[config.mk]
export PLATFORM = sky130hd
export DESIGN_NAME = sr_cmd_sequencer
export DESIGN_NICKNAME = d
export VERILOG_FILES = /design/src/rtl/sr_cmd_sequencer.sv
export SDC_FILE = /design/constraint.sdc
export NUM_CORES = 1
export LEC_CHECK = 0
export BUFFER_PORTS_ARGS = -buffer_cell sky130_fd_sc_hd__buf_2
export CAP_MARGIN = 0
export CORE_MARGIN = 4
export CORE_UTILIZATION = 55
export DETAILED_ROUTE_END_ITERATION = 10
export PLACE_DENSITY = 0.76
export SLEW_MARGIN = 20
export SYNTH_ARGS = -nofsm -noshare
export SYNTH_HDL_FRONTEND = slang
export SYNTH_SLANG_ARGS = --single-unit
export TNS_END_PERCENT = 1
[constraint.sdc]
create_clock -name clk -period 2.3 [get_ports clk]
set_input_delay 0.46 -clock clk [delete_from_list [all_inputs] [get_ports clk]]
set_output_delay 0.46 -clock clk [all_outputs]
set_load 0.01 [all_outputs]
[src/rtl/sr_cmd_sequencer.sv]
// -----------------------------------------------------------------------------
// sr_cmd_sequencer
//   Command stage that sits in front of a downstream SR flip-flop. Two
//   asynchronous request levels (set/clear) are synchronised, debounced and
//   edge-detected into pending flags. A small FSM then services one flag at a
//   time, either skipping it (flop already at the target) or issuing a single
//   cycle s/r pulse and confirming the flop output through q_fb. A missing
//   confirmation parks the FSM in ERR until err_clr.
//
// Ports
//   clk      in   1      clock, rising edge
//   rst      in   1      asynchronous reset, active low
//   set_btn  in   1      asynchronous set request level
//   clr_btn  in   1      asynchronous clear request level
//   q_fb     in   1      q of the downstream SR flop
//   err_clr  in   1      synchronous pulse that leaves ERR
//   s        out  1      set pulse to the SR flop (registered)
//   r        out  1      reset pulse to the SR flop (registered)
//   busy     out  1      FSM not in IDLE (registered)
//   err      out  1      FSM in ERR (registered)
//   cmd_cnt  out  CNT_W  number of confirmed commands, wraps
// -----------------------------------------------------------------------------
module sr_cmd_sequencer #(
    parameter int DEBOUNCE_CYCLES = 4,
    parameter int CONFIRM_CYCLES  = 4,
    parameter int CNT_W           = 8
) (
    input  logic             clk,
    input  logic             rst,
    input  logic             set_btn,
    input  logic             clr_btn,
    input  logic             q_fb,
    input  logic             err_clr,
    output logic             s,
    output logic             r,
    output logic             busy,
    output logic             err,
    output logic [CNT_W-1:0] cmd_cnt
);

    localparam int DB_W = $clog2(DEBOUNCE_CYCLES + 1);
    localparam int CF_W = $clog2(CONFIRM_CYCLES + 1);

    typedef enum logic [1:0] {
        ST_IDLE  = 2'd0,
        ST_ISSUE = 2'd1,
        ST_WAIT  = 2'd2,
        ST_ERR   = 2'd3
    } state_t;

    // Index 0 is the set channel, index 1 the clear channel.
    logic [1:0]      sync1_q;
    logic [1:0]      sync2_q;
    logic [1:0]      filt_q;
    logic [1:0]      filt_d;
    logic [1:0]      filt_dly_q;
    logic [DB_W-1:0] db_cnt_q [2];
    logic [DB_W-1:0] db_cnt_d [2];
    logic [1:0]      rise_s;

    logic            set_pend_q;
    logic            set_pend_d;
    logic            clr_pend_q;
    logic            clr_pend_d;

    state_t          state_q;
    state_t          state_d;
    logic            target_q;
    logic            target_d;
    logic [CF_W-1:0] wait_cnt_q;
    logic [CF_W-1:0] wait_cnt_d;
    logic [CNT_W-1:0] cmd_cnt_q;
    logic [CNT_W-1:0] cmd_cnt_d;

    logic            set_consume_s;
    logic            clr_consume_s;
    logic            clr_all_s;

    logic            s_q;
    logic            s_d;
    logic            r_q;
    logic            r_d;
    logic            busy_q;
    logic            busy_d;
    logic            err_q;
    logic            err_d;

    // Debounce: filtered level follows the synced level only after a full run
    // of consecutive mismatching edges; any agreeing edge restarts the run.
    always_comb begin
        filt_d = filt_q;
        for (int i = 0; i < 2; i++) begin
            db_cnt_d[i] = db_cnt_q[i];
            if (sync2_q[i] != filt_q[i]) begin
                if (db_cnt_q[i] == DB_W'(DEBOUNCE_CYCLES - 1)) begin
                    filt_d[i]   = sync2_q[i];
                    db_cnt_d[i] = {DB_W{1'b0}};
                end else begin
                    db_cnt_d[i] = db_cnt_q[i] + {{(DB_W-1){1'b0}}, 1'b1};
                end
            end else begin
                db_cnt_d[i] = {DB_W{1'b0}};
            end
        end
    end

    // Rising edge of the filtered level, one cycle after it changes.
    assign rise_s = filt_q & ~filt_dly_q;

    // FSM next state, command bookkeeping and pending-flag consumption.
    always_comb begin
        state_d       = state_q;
        target_d      = target_q;
        wait_cnt_d    = wait_cnt_q;
        cmd_cnt_d     = cmd_cnt_q;
        set_consume_s = 1'b0;
        clr_consume_s = 1'b0;
        clr_all_s     = 1'b0;
        case (state_q)
            ST_IDLE: begin
                // Clear wins over set, so simultaneous requests end at q=1.
                if (clr_pend_q) begin
                    clr_consume_s = 1'b1;
                    if (q_fb != 1'b0) begin
                        target_d = 1'b0;
                        state_d  = ST_ISSUE;
                    end else begin
                        state_d  = ST_IDLE;
                    end
                end else if (set_pend_q) begin
                    set_consume_s = 1'b1;
                    if (q_fb != 1'b1) begin
                        target_d = 1'b1;
                        state_d  = ST_ISSUE;
                    end else begin
                        state_d  = ST_IDLE;
                    end
                end else begin
                    state_d = ST_IDLE;
                end
            end
            ST_ISSUE: begin
                state_d    = ST_WAIT;
                wait_cnt_d = {CF_W{1'b0}};
            end
            ST_WAIT: begin
                if (q_fb == target_q) begin
                    cmd_cnt_d = cmd_cnt_q + {{(CNT_W-1){1'b0}}, 1'b1};
                    state_d   = ST_IDLE;
                end else if (wait_cnt_q == CF_W'(CONFIRM_CYCLES - 1)) begin
                    state_d   = ST_ERR;
                end else begin
                    wait_cnt_d = wait_cnt_q + {{(CF_W-1){1'b0}}, 1'b1};
                end
            end
            ST_ERR: begin
                if (err_clr) begin
                    state_d   = ST_IDLE;
                    clr_all_s = 1'b1;
                end else begin
                    state_d   = ST_ERR;
                end
            end
            default: begin
                state_d = ST_IDLE;
            end
        endcase
    end

    // Pending flags: a new rise beats consumption of the same flag, so a
    // request arriving while its older twin is serviced is not lost.
    always_comb begin
        set_pend_d = set_pend_q;
        clr_pend_d = clr_pend_q;
        if (clr_all_s) begin
            set_pend_d = 1'b0;
            clr_pend_d = 1'b0;
        end else begin
            if (set_consume_s) begin
                set_pend_d = 1'b0;
            end else begin
                set_pend_d = set_pend_q;
            end
            if (clr_consume_s) begin
                clr_pend_d = 1'b0;
            end else begin
                clr_pend_d = clr_pend_q;
            end
            if (rise_s[0] && (state_q != ST_ERR)) begin
                set_pend_d = 1'b1;
            end else begin
                set_pend_d = set_pend_d;
            end
            if (rise_s[1] && (state_q != ST_ERR)) begin
                clr_pend_d = 1'b1;
            end else begin
                clr_pend_d = clr_pend_d;
            end
        end
    end

    // Outputs decoded from the next state so they come straight off flops.
    always_comb begin
        s_d    = (state_d == ST_ISSUE) &&  target_d;
        r_d    = (state_d == ST_ISSUE) && !target_d;
        busy_d = (state_d != ST_IDLE);
        err_d  = (state_d == ST_ERR);
    end

    // State register for synchronisers, debounce, flags, FSM and outputs.
    always_ff @(posedge clk or negedge rst) begin
        if (!rst) begin
            sync1_q     <= 2'b00;
            sync2_q     <= 2'b00;
            filt_q      <= 2'b00;
            filt_dly_q  <= 2'b00;
            db_cnt_q[0] <= {DB_W{1'b0}};
            db_cnt_q[1] <= {DB_W{1'b0}};
            set_pend_q  <= 1'b0;
            clr_pend_q  <= 1'b0;
            state_q     <= ST_IDLE;
            target_q    <= 1'b0;
            wait_cnt_q  <= {CF_W{1'b0}};
            cmd_cnt_q   <= {CNT_W{1'b0}};
            s_q         <= 1'b0;
            r_q         <= 1'b0;
            busy_q      <= 1'b0;
            err_q       <= 1'b0;
        end else begin
            sync1_q     <= {clr_btn, set_btn};
            sync2_q     <= sync1_q;
            filt_q      <= filt_d;
            filt_dly_q  <= filt_q;
            db_cnt_q[0] <= db_cnt_d[0];
            db_cnt_q[1] <= db_cnt_d[1];
            set_pend_q  <= set_pend_d;
            clr_pend_q  <= clr_pend_d;
            state_q     <= state_d;
            target_q    <= target_d;
            wait_cnt_q  <= wait_cnt_d;
            cmd_cnt_q   <= cmd_cnt_d;
            s_q         <= s_d;
            r_q         <= r_d;
            busy_q      <= busy_d;
            err_q       <= err_d;
        end
    end

    assign s       = s_q;
    assign r       = r_q;
    assign busy    = busy_q;
    assign err     = err_q;
    assign cmd_cnt = cmd_cnt_q;

endmodule

# After elaboration in Yosys (flattened, before gate mapping)
# Index checks and enable logic that the tools add are counted.
# totals
reg_bits	34
latch_bits	0
ramBits	0
romBits	0
inputBits	6
output_inout_bits	12
wordCells	84
memories	0
# op_classes
add_sub_neg	4
mul	0
n_div	0
order_cmp	0
eq_ne	14
shifts	0
mux	33
bitwise_logic	2
reduce_logical	14
# ops
operator	n
two-way mux 1 bit	20
two-way mux 3 bit	6
two-way mux 2 bit	5
adder 3 x 1 -> 3 bit, second input constant	3
== test 3 x 2 -> 1 bit, second input constant	3
adder 8 x 1 -> 8 bit, second input constant	1
case mux 2 bit (4 select lines)	1
== test 2 bit, second input constant	3
!= test 2 bit, second input constant	3
case mux 3 bit (2 select lines)	1
AND reduction 2 bit	3
nonzero test 3 bit	2
== test 2 x 1 -> 1 bit, second input constant	2
logical AND 1 bit	4
nonzero test 2 bit	2
AND reduction 3 bit	1
bitwise AND 2 bit	1
zero test 2 bit	1
!= test 1 bit	2
inverter 2 bit	1
== test 1 bit	1
zero test 1 bit	1

# Logic depth before layout (Yosys ltp)
# Gate-level depths: netlist (run 1).
# depth
depth_word	6
ltp_mapped	7
mapped_depth_nobuf	6

# Worst setup path after synthesis (run 1)
# Ideal clock, no wire load.
# synth_timing
kind	input to register
startpoint	input q_fb
endpoint	register r_q (netlist: r)
setup_ns	0.077
arrival_time_ns	1.591
required_time_ns	2.223
path_slack_ns	0.631
cell_stages	6
n_path_buf	0
cell_sequence	inv_1 > ha_1 > nand2b_1 > and2_4 > o32a_1 > a21oi_1
# synth_via
elab_chain_cells	6
word_cells_on_any_way	15
cone_classes	eq/ne: 2; mux: 11; reduce/logical: 2
# synth_rtl
item	line_no	source
from (decl)	32	input logic q_fb,
two-way mux 1 bit	132	if (q_fb != 1'b1) begin
two-way mux 2 bit / two-way mux 1 bit (equally long branches)	130	end else if (set_pend_q) begin
two-way mux 2 bit / two-way mux 1 bit (equally long branches)	122	if (clr_pend_q) begin
case mux 2 bit (4 select lines) / two-way mux 1 bit (equally long branches)	119	case (state_q)
== test 2 x 1 -> 1 bit / zero test 1 bit (equally long branches)	205	r_d = (state_d == ST_ISSUE) && !target_d;
logical AND 1 bit (*)	205	
via r_d	82	logic r_d;
to (signal assigned)	243	r_q <= r_d;
to (decl)	81	logic r_q;
# The timed path passes the listed nets; every way through them passes the cells marked *.
# A chain may end at the register's enable or synchronous reset.

# Worst setup path in the final report (run 1)
# layout_timing
startpoint	register state_q[1]
endpoint	register r_q (netlist: r)
# layout_via
elab_chain_cells	5
word_cells_on_any_way	11
cone_classes	eq/ne: 4; mux: 4; reduce/logical: 3
# layout_rtl
item	line_no	source
from (decl)	66	state_t state_q;
from (signal assigned)	238	state_q <= state_d;
two-way mux 2 bit	150	end else if (wait_cnt_q == CF_W'(CONFIRM_CYCLES - 1)) begin
two-way mux 2 bit	147	if (q_fb == target_q) begin
case mux 2 bit (4 select lines)	119	
== test 2 x 1 -> 1 bit	205	
logical AND 1 bit (*)	205	
via r_d	82	
# Marks and branches as above.

==> metrics, run 1 <==
Die Y-Extent ~60 microns; RR Endpoint r$_DFF_PN0_; final setup fails 0; final setup skew just under 0.007 ns; layout net count approximately 170; Final period util approximately four fifths; Worst EP arrival slightly above 2 ns; setup bufs post-CTS 0; GRT Residual Overflow 0; first-pass GRT wire length ~4400 microns; VDD IR-drop max ~0.0012 V; internal power between 1.5 and 2 mW; biggest area consumer among synthesized cells dfrtp_1; post_cts resized 0; drt pass-1 iters 4; R2R Setup Slk 0.47 ns; placed insts roughly 170; adder-cell share of the synthesized area slightly above 8%; largest family of logic cells by synthesized area simple AND/OR/NAND/NOR gates; Yosys reg bits 34; number of flops mapped to enable cells by yosys 0; worst-path maximum fanout 9; worst reg2reg path depth 6; wire length per cell about 13 microns; vias in the first global route between 1k and 1.5k; die width roughly 60 microns; Starting DRT DRC Count 20; Netlist cell types 33; CTS Sinks 34; Mapped Nets about 140; Final ANT Viol Nets 0; DP HPWL approximately 1800 microns; fin crit period roughly 1.8 ns; async set-reset flop share out of synthesis 100%; Placer Congestion approximately 0.75; outcome complete, no violations; Required @ worst endpoint between 2 and 3 ns; Slew Viols, Final 0; CTS tree built; Remaining DRCs 0; num ports 18; setup_tns 0 ns; core outline area roughly 0.0025 sq mm; Fin. Hold Viols 0; layout cell share with drive strength beyond 1 between 20% and 30%; CTS max path bufs 2; Commonest cells post-synth dfrtp_1, ha_1, inv_1; Lkg Pwr slightly below 0.9 nW; initial antenna violation count 0; Sw Share about 33%; top-area cell type share of the netlist area between 50% and 60%; TritonCTS buffer count 5; top area cells in the synthesized netlist dfrtp_1, ha_1, xnor2_1; CP Capture Type flip-flop; fmax roughly 550 MHz; Initial Util between 50% and 60%; Sw Pwr about 750 uW; filler cell count approximately 210; Total Wirelength around 2400 microns; DIE AREA approximately 0.0036 sq mm; crit-path cells inv_1, ha_1, and4bb_1, a31oi_2, o32a_1, a21oi_1; CP max stage cell dfrtp_1; Clock Root Buffer clkbuf_4; Synth Area in Compound Gates between 10 and 15%; reg2reg start state_q[1]$_DFF_PN0_; final core utilization about two thirds; Antenna Cells 0; max-cap violation count 0; sequential area share after synthesis a little under three fifths; Max H-tree Level 2; total number of vias a little under 1k; clk_lat worst skew between 0.3 and 0.4 ns; vias per cell 5.45; CTS Hold Buffers Added 0; multiplexer area fraction after synthesis 2.24%; synthesized cell area about 0.0015 sq mm; CP startpoint kind flip-flop; Reg power frac around two fifths; syn avg cell area about 12 sq um; largest net degree at the start of global routing 35; Least-Margin Pin Slew ~0.71 ns; P per Cell Area 1300 mW/mm^2; Tot Pwr ~2.3 mW; cell with the most instances after synthesis dfrtp_1; Post-Layout Cell Count between 150 and 200; worst hold slack 0.168 ns; Comb power frac about a third; clock-pin transition on the worst setup and hold timing paths around 0.1 ns; area grow syn2layout 15.0%; unrepaired setup endpoints after global routing no; Syn. warnings 0; dominant register cell in the synthesized netlist dfrtp_1; Clock Power Share roughly 25%; PortBufs 17; hold crit path type in -> async; Synth Area in Simple Gates approximately 14%; crit-path max cell delay 0.49 ns; FP Rows 18; All-Layer GR Usage approximately 17%; synthesized instance count around 130; Rel. slew slack 52.7%; type of the worst setup path reg -> reg; XOR/XNOR Fraction of Synth Area approximately 5.2%
==> through the flow <==
step,cell area [sq um],setup slack (ns)
2_1_floorplan,1510,0.631
3_3_place_gp,1620,0.439
3_5_place_dp,1620,0.352
4_1_cts,1730,0.450
5_1_grt,1730,0.339
6_report,1730,0.468
==> final cells by class <==
cell class | instances | area (sq um) | share of cell area [%]
clock buffer | 6 | 51.3 | 2.96
clock inverter | 2 | 60.1 | 3.47
inverter | 9 | 33.8 | 1.95
multi-input combinational | 82 | 613 | 35.4
sequential | 34 | 851 | 49.1
tap | 30 | 37.5 | 2.17
timing repair buffer | 17 | 85.1 | 4.91
==> cells in the final DEF, fill, tap and decap left out <==
master / Yosys / routed
xor2_1: 2 / 2
nand2b_1: 3 / 3
and3_2: 1 / 1
nand2_1: 7 / 7
inv_1: 9 / 9
and2_4: 1 / 1
buf_2: 0 / 17
a2bb2oi_1: 1 / 1
and3b_1: 1 / 1
o22ai_1: 3 / 3
a31oi_2: 1 / 1
nand3_1: 7 / 7
clkbuf_4: 0 / 5
xnor2_1: 7 / 7
dfrtp_1: 34 / 34
o32a_1: 1 / 1
nor3_1: 1 / 1
a21o_1: 2 / 2
and4bb_1: 1 / 1
a22o_1: 3 / 3
and4_1: 1 / 1
and2_1: 1 / 1
nor2b_1: 2 / 2
clkbuf_8: 0 / 1
o21ai_0: 6 / 6
a21boi_1: 1 / 1
o32ai_1: 1 / 1
nor2_1: 3 / 3
mux2_2: 3 / 3
o211ai_1: 1 / 1
bufinv_16: 0 / 2
ha_1: 10 / 10
a21oi_1: 4 / 4
and3_1: 2 / 2
nor3b_1: 4 / 4
or2_1: 1 / 1
==> metal layers <==
| metal | up-vias | GRT usage [%] | share of wire, % |
|---|---|---|---|
| met4 | 0 | 8.54 | 2.4 |
| met3 | 6 | 7.13 | 5.7 |
| met5 | - | 0 | 0 |
| met2 | 21 | 27.5 | 48 |
| li1 | 484 | - | - |
| met1 | 470 | 20.2 | 43 |
==> logic make-up (layout without fill, tap and decap cells) <==
family / count (synthesis) / count (layout)
flip-flops: 34 / 34
buffers and inverters: 10 / 34
AND/OR/NAND/NOR: 36 / 36
multiplexers: 3 / 3
XOR/XNOR: 9 / 9
AO/OA/AOI/OAI: 24 / 24
adder cells (fa/ha/maj): 10 / 10
==> state kept, by name, indices dropped and copies added (netlist names) <==
signal	cells
cmd_cnt	8
db_cnt_q	6
wait_cnt_q	3
filt_dly_q	2
filt_q	2
state_q	2
sync1_q	2
sync2_q	2
busy	1
clr_pend_q	1
err	1
r	1
s	1
set_pend_q	1
target_q	1
==> worst max path at each step <==
stage	from	to	slack, ns
after floorplan	q_fb	r$_DFF_PN0_	0.63
after detailed placement	q_fb	r$_DFF_PN0_	0.35
after global placement	q_fb	r$_DFF_PN0_	0.44
after CTS	state_q[1]$_DFF_PN0_	r$_DFF_PN0_	0.45
final	state_q[1]$_DFF_PN0_	r$_DFF_PN0_	0.47
after global routing	state_q[1]$_DFF_PN0_	r$_DFF_PN0_	0.34
==> worst max-delay path: cells and delay by family, from the launching register on <==
kind | cells | cell delay [ns]
AOI/OAI and AO/OA | 3 | 0.57
DFF | 1 | 0.49
adders and majority gates | 1 | 0.31
and+or+nand+nor | 1 | 0.25
buffers and inverters | 1 | 0.09
==> power groups by stage <==
stage	combinational (mW)	sequential, mW	clock [mW]
floorplan	0.540	0.952	0
global placement	0.726	0.940	0
detailed placement	0.761	0.956	0
CTS	0.764	0.942	0.587
global route	0.864	0.970	0.619
finish	0.752	0.939	0.564
Note: power is estimated with default switching activity, not from simulation.
==> run 2: changes to the inputs <==
==> constraint.sdc (replaced) <==
create_clock -name clk -period 1.8 [get_ports clk]
set_input_delay 0.36 -clock clk [delete_from_list [all_inputs] [get_ports clk]]
set_output_delay 0.36 -clock clk [all_outputs]
set_load 0.01 [all_outputs]
==> run 2 against run 1 <==
Combinational power increased by 41%. Sequential power is 28% higher. Non-clock buffer count up 4. Routed wire length up 8.8%. First-iteration DRC count rose by 35%. Die area did not move. Global-route usage is 0.22 points higher. Flip-flop and latch count did not move. Clock skew shrank 0.0019 ns. Clock-buffer cell count stayed put. Critical path depth unchanged. Critical path type unchanged.
==> metrics, run 2 (synthesized netlist as in run 1, its figures left out) <==
CTS Hold Buffers Added 0 (unchanged); Required @ worst endpoint 2.03 ns (-0.49 ns); All-Layer GR Usage 17.5% (+0.22 points); max reg flops 8 (unchanged); DP HPWL 1920 microns (+9.3%); first-pass GRT wire length 4500 microns (+2.2%); type of the worst setup path reg -> reg; CTS max path bufs 2 (unchanged); fin crit period 1.72 ns (-0.116 ns); Lkg Pwr 0.871 nW (-0.52%); core outline area 0.00254 sq mm (unchanged); Worst Setup Slack, final 0.0847 ns (-0.384 ns); Cell Area, Placed 0.00165 sq mm (+1.9%); die width 60.3 microns (unchanged); setup_tns 0 ns (unchanged); R2R Setup Slk 0.08 ns (-0.38 ns); P per Cell Area 1570 mW/mm^2 (+21%); Final ANT Viol Nets 0 (unchanged); Post-Layout Cell Count 184 (+2.2%); layout net count 169 (+2.4%); Slew Viols, Final 0 (unchanged); worst hold slack 0.0651 ns (-0.103 ns); final setup skew 0.00503 ns (-0.00187 ns); Sw Share 37.1% (+3.9 points); CP startpoint kind flip-flop; initial antenna violation count 0 (unchanged); PortBufs 17 (unchanged); max-cap violation count 0 (unchanged); worst-path maximum fanout 6 (-3); vias in the first global route 1072 (+5.0%); CP Capture Type flip-flop; Rel. slew slack 52.0% (-0.68 points); FP Rows 18 (unchanged); internal power 1.69 mW (+12%); DIE AREA 0.00364 sq mm (unchanged); clock-pin transition on the worst setup and hold timing paths 0.10 ns (about the same); Starting DRT DRC Count 27 (+35%); Comb power frac 39.2% (+5.8 points); Antenna Cells 0 (unchanged); largest net degree at the start of global routing 35 (unchanged); Initial Util 59.1% (unchanged); Placer Congestion 0.745 (-0.17%); Multi-input gate area 613 sq um (unchanged); Reg power frac 44.4% (+2.8 points); layout cell share with drive strength beyond 1 22.7% (+2.1 points); num ports 18 (unchanged); area grow syn2layout 13.9%; hold crit path type in -> async; Seq. cell area 851 sq um (unchanged); drt pass-1 iters 4 (unchanged); placed insts 176 (+2.3%); vias per cell 5.59 (+2.6%); VDD IR-drop max 0.000990 V (-17%); wire length per cell 14.1 microns (+6.4%); GRT Residual Overflow 0 (unchanged); Least-Margin Pin Slew 0.719 ns (+0.0102 ns); Sw Pwr 1.00 mW (+34%); Design Area, Final 0.00171 sq mm (-1.0%); filler cell count 202 (-4.3%); dpl ws 0.0264 ns (-0.326 ns); TritonCTS buffer count 5 (unchanged); Remaining DRCs 0 (unchanged); CTS Sinks 34 (unchanged); unrepaired setup endpoints after global routing no; Fin. Hold Viols 0 (unchanged); Clock Power Share 16.5% (-8.5 points); Final period util 95.3% (+16 points); Worst EP arrival 1.94 ns (-0.11 ns); CTS tree built; Max H-tree Level 2 (unchanged); outcome complete, no violations; most frequent cells in the layout dfrtp_1, buf_2, ha_1; setup bufs post-CTS 0 (unchanged); Die Y-Extent 60.3 microns (unchanged); commonest non-fill, non-tap cell in the layout dfrtp_1; post_cts resized 0 (unchanged); Clock Root Buffer clkbuf_4; Total Wirelength 2600 microns (+8.8%); clk_lat worst skew 0.34 ns (about the same); final setup fails 0 (unchanged); fmax 583 MHz (+6.8%); total number of vias 1029 (+4.9%)
-- run 2: cell types whose count changed in the layout (fill, tap and decap cells not counted) --
cell / before / now
buf_4: 0 / 4
bufinv_16: 2 / 0
clkinv_2: 0 / 1
clkinvlp_4: 0 / 1
-- run 2: power groups by stage --
stage                     logic, mW  clock network (mW)  registers (mW)
final                          1.06               0.444            1.20
after global routing           1.20               0.486            1.23
after CTS                      1.06               0.456            1.20
after detailed placement       1.06                   0            1.21
after global placement        0.998                   0            1.19
after floorplan               0.690                   0            1.22
-- run 2: layout make-up --
type                    count  area share (%)
flip-flops and latches     34            49.6
well taps                  30            2.19
multi-input cells          82            35.8
clock buffers               6            2.99
inverters                   9            1.97
repair buffers             21            6.72
clock inverters             2           0.730
-- run 2: worst paths after layout --
kind / startpoint / end / depth (start not counted)
setup / recovery: state_q[0]$_DFF_PN0_ / s$_DFF_PN0_ / 6
hold / removal: rst / db_cnt_q[2]$_DFF_PN0_ / 1
setup reg to reg: state_q[0]$_DFF_PN0_ / s$_DFF_PN0_ / 6
hold reg to reg: sync1_q[0]$_DFF_PN0_ / sync2_q[0]$_DFF_PN0_ / 0
max in group asynchronous: rst / filt_dly_q[1]$_DFF_PN0_ / 1
min in group clk: set_btn / sync1_q[0]$_DFF_PN0_ / 1
-- run 2: metrics by stage --
step	total power [mW]	util, %
after global routing	2.92	67.4
final	2.69	67.4
after global placement	2.19	64.8
after floorplan	1.91	-
after CTS	2.72	67.4
after detailed placement	2.27	64.8
-- run 2: metal layers --
metal | GRT usage [%] | vias to the layer above | part of all wire (%)
li1 | - | 497 | -
met1 | 19.0 | 492 | 43
met2 | 28.9 | 30 | 48
met3 | 5.18 | 10 | 5.9
met4 | 12.7 | 0 | 3.0
met5 | 0 | - | 0
-- run 2: worst max-delay path, stage by stage, from the launching register on --
cell and delay [ns]:
dfrtp_1 0.42, inv_1 0.09, ha_1 0.26, and4bb_1 0.22, a31oi_2 0.28, o32a_1 0.25, a21boi_1 0.08
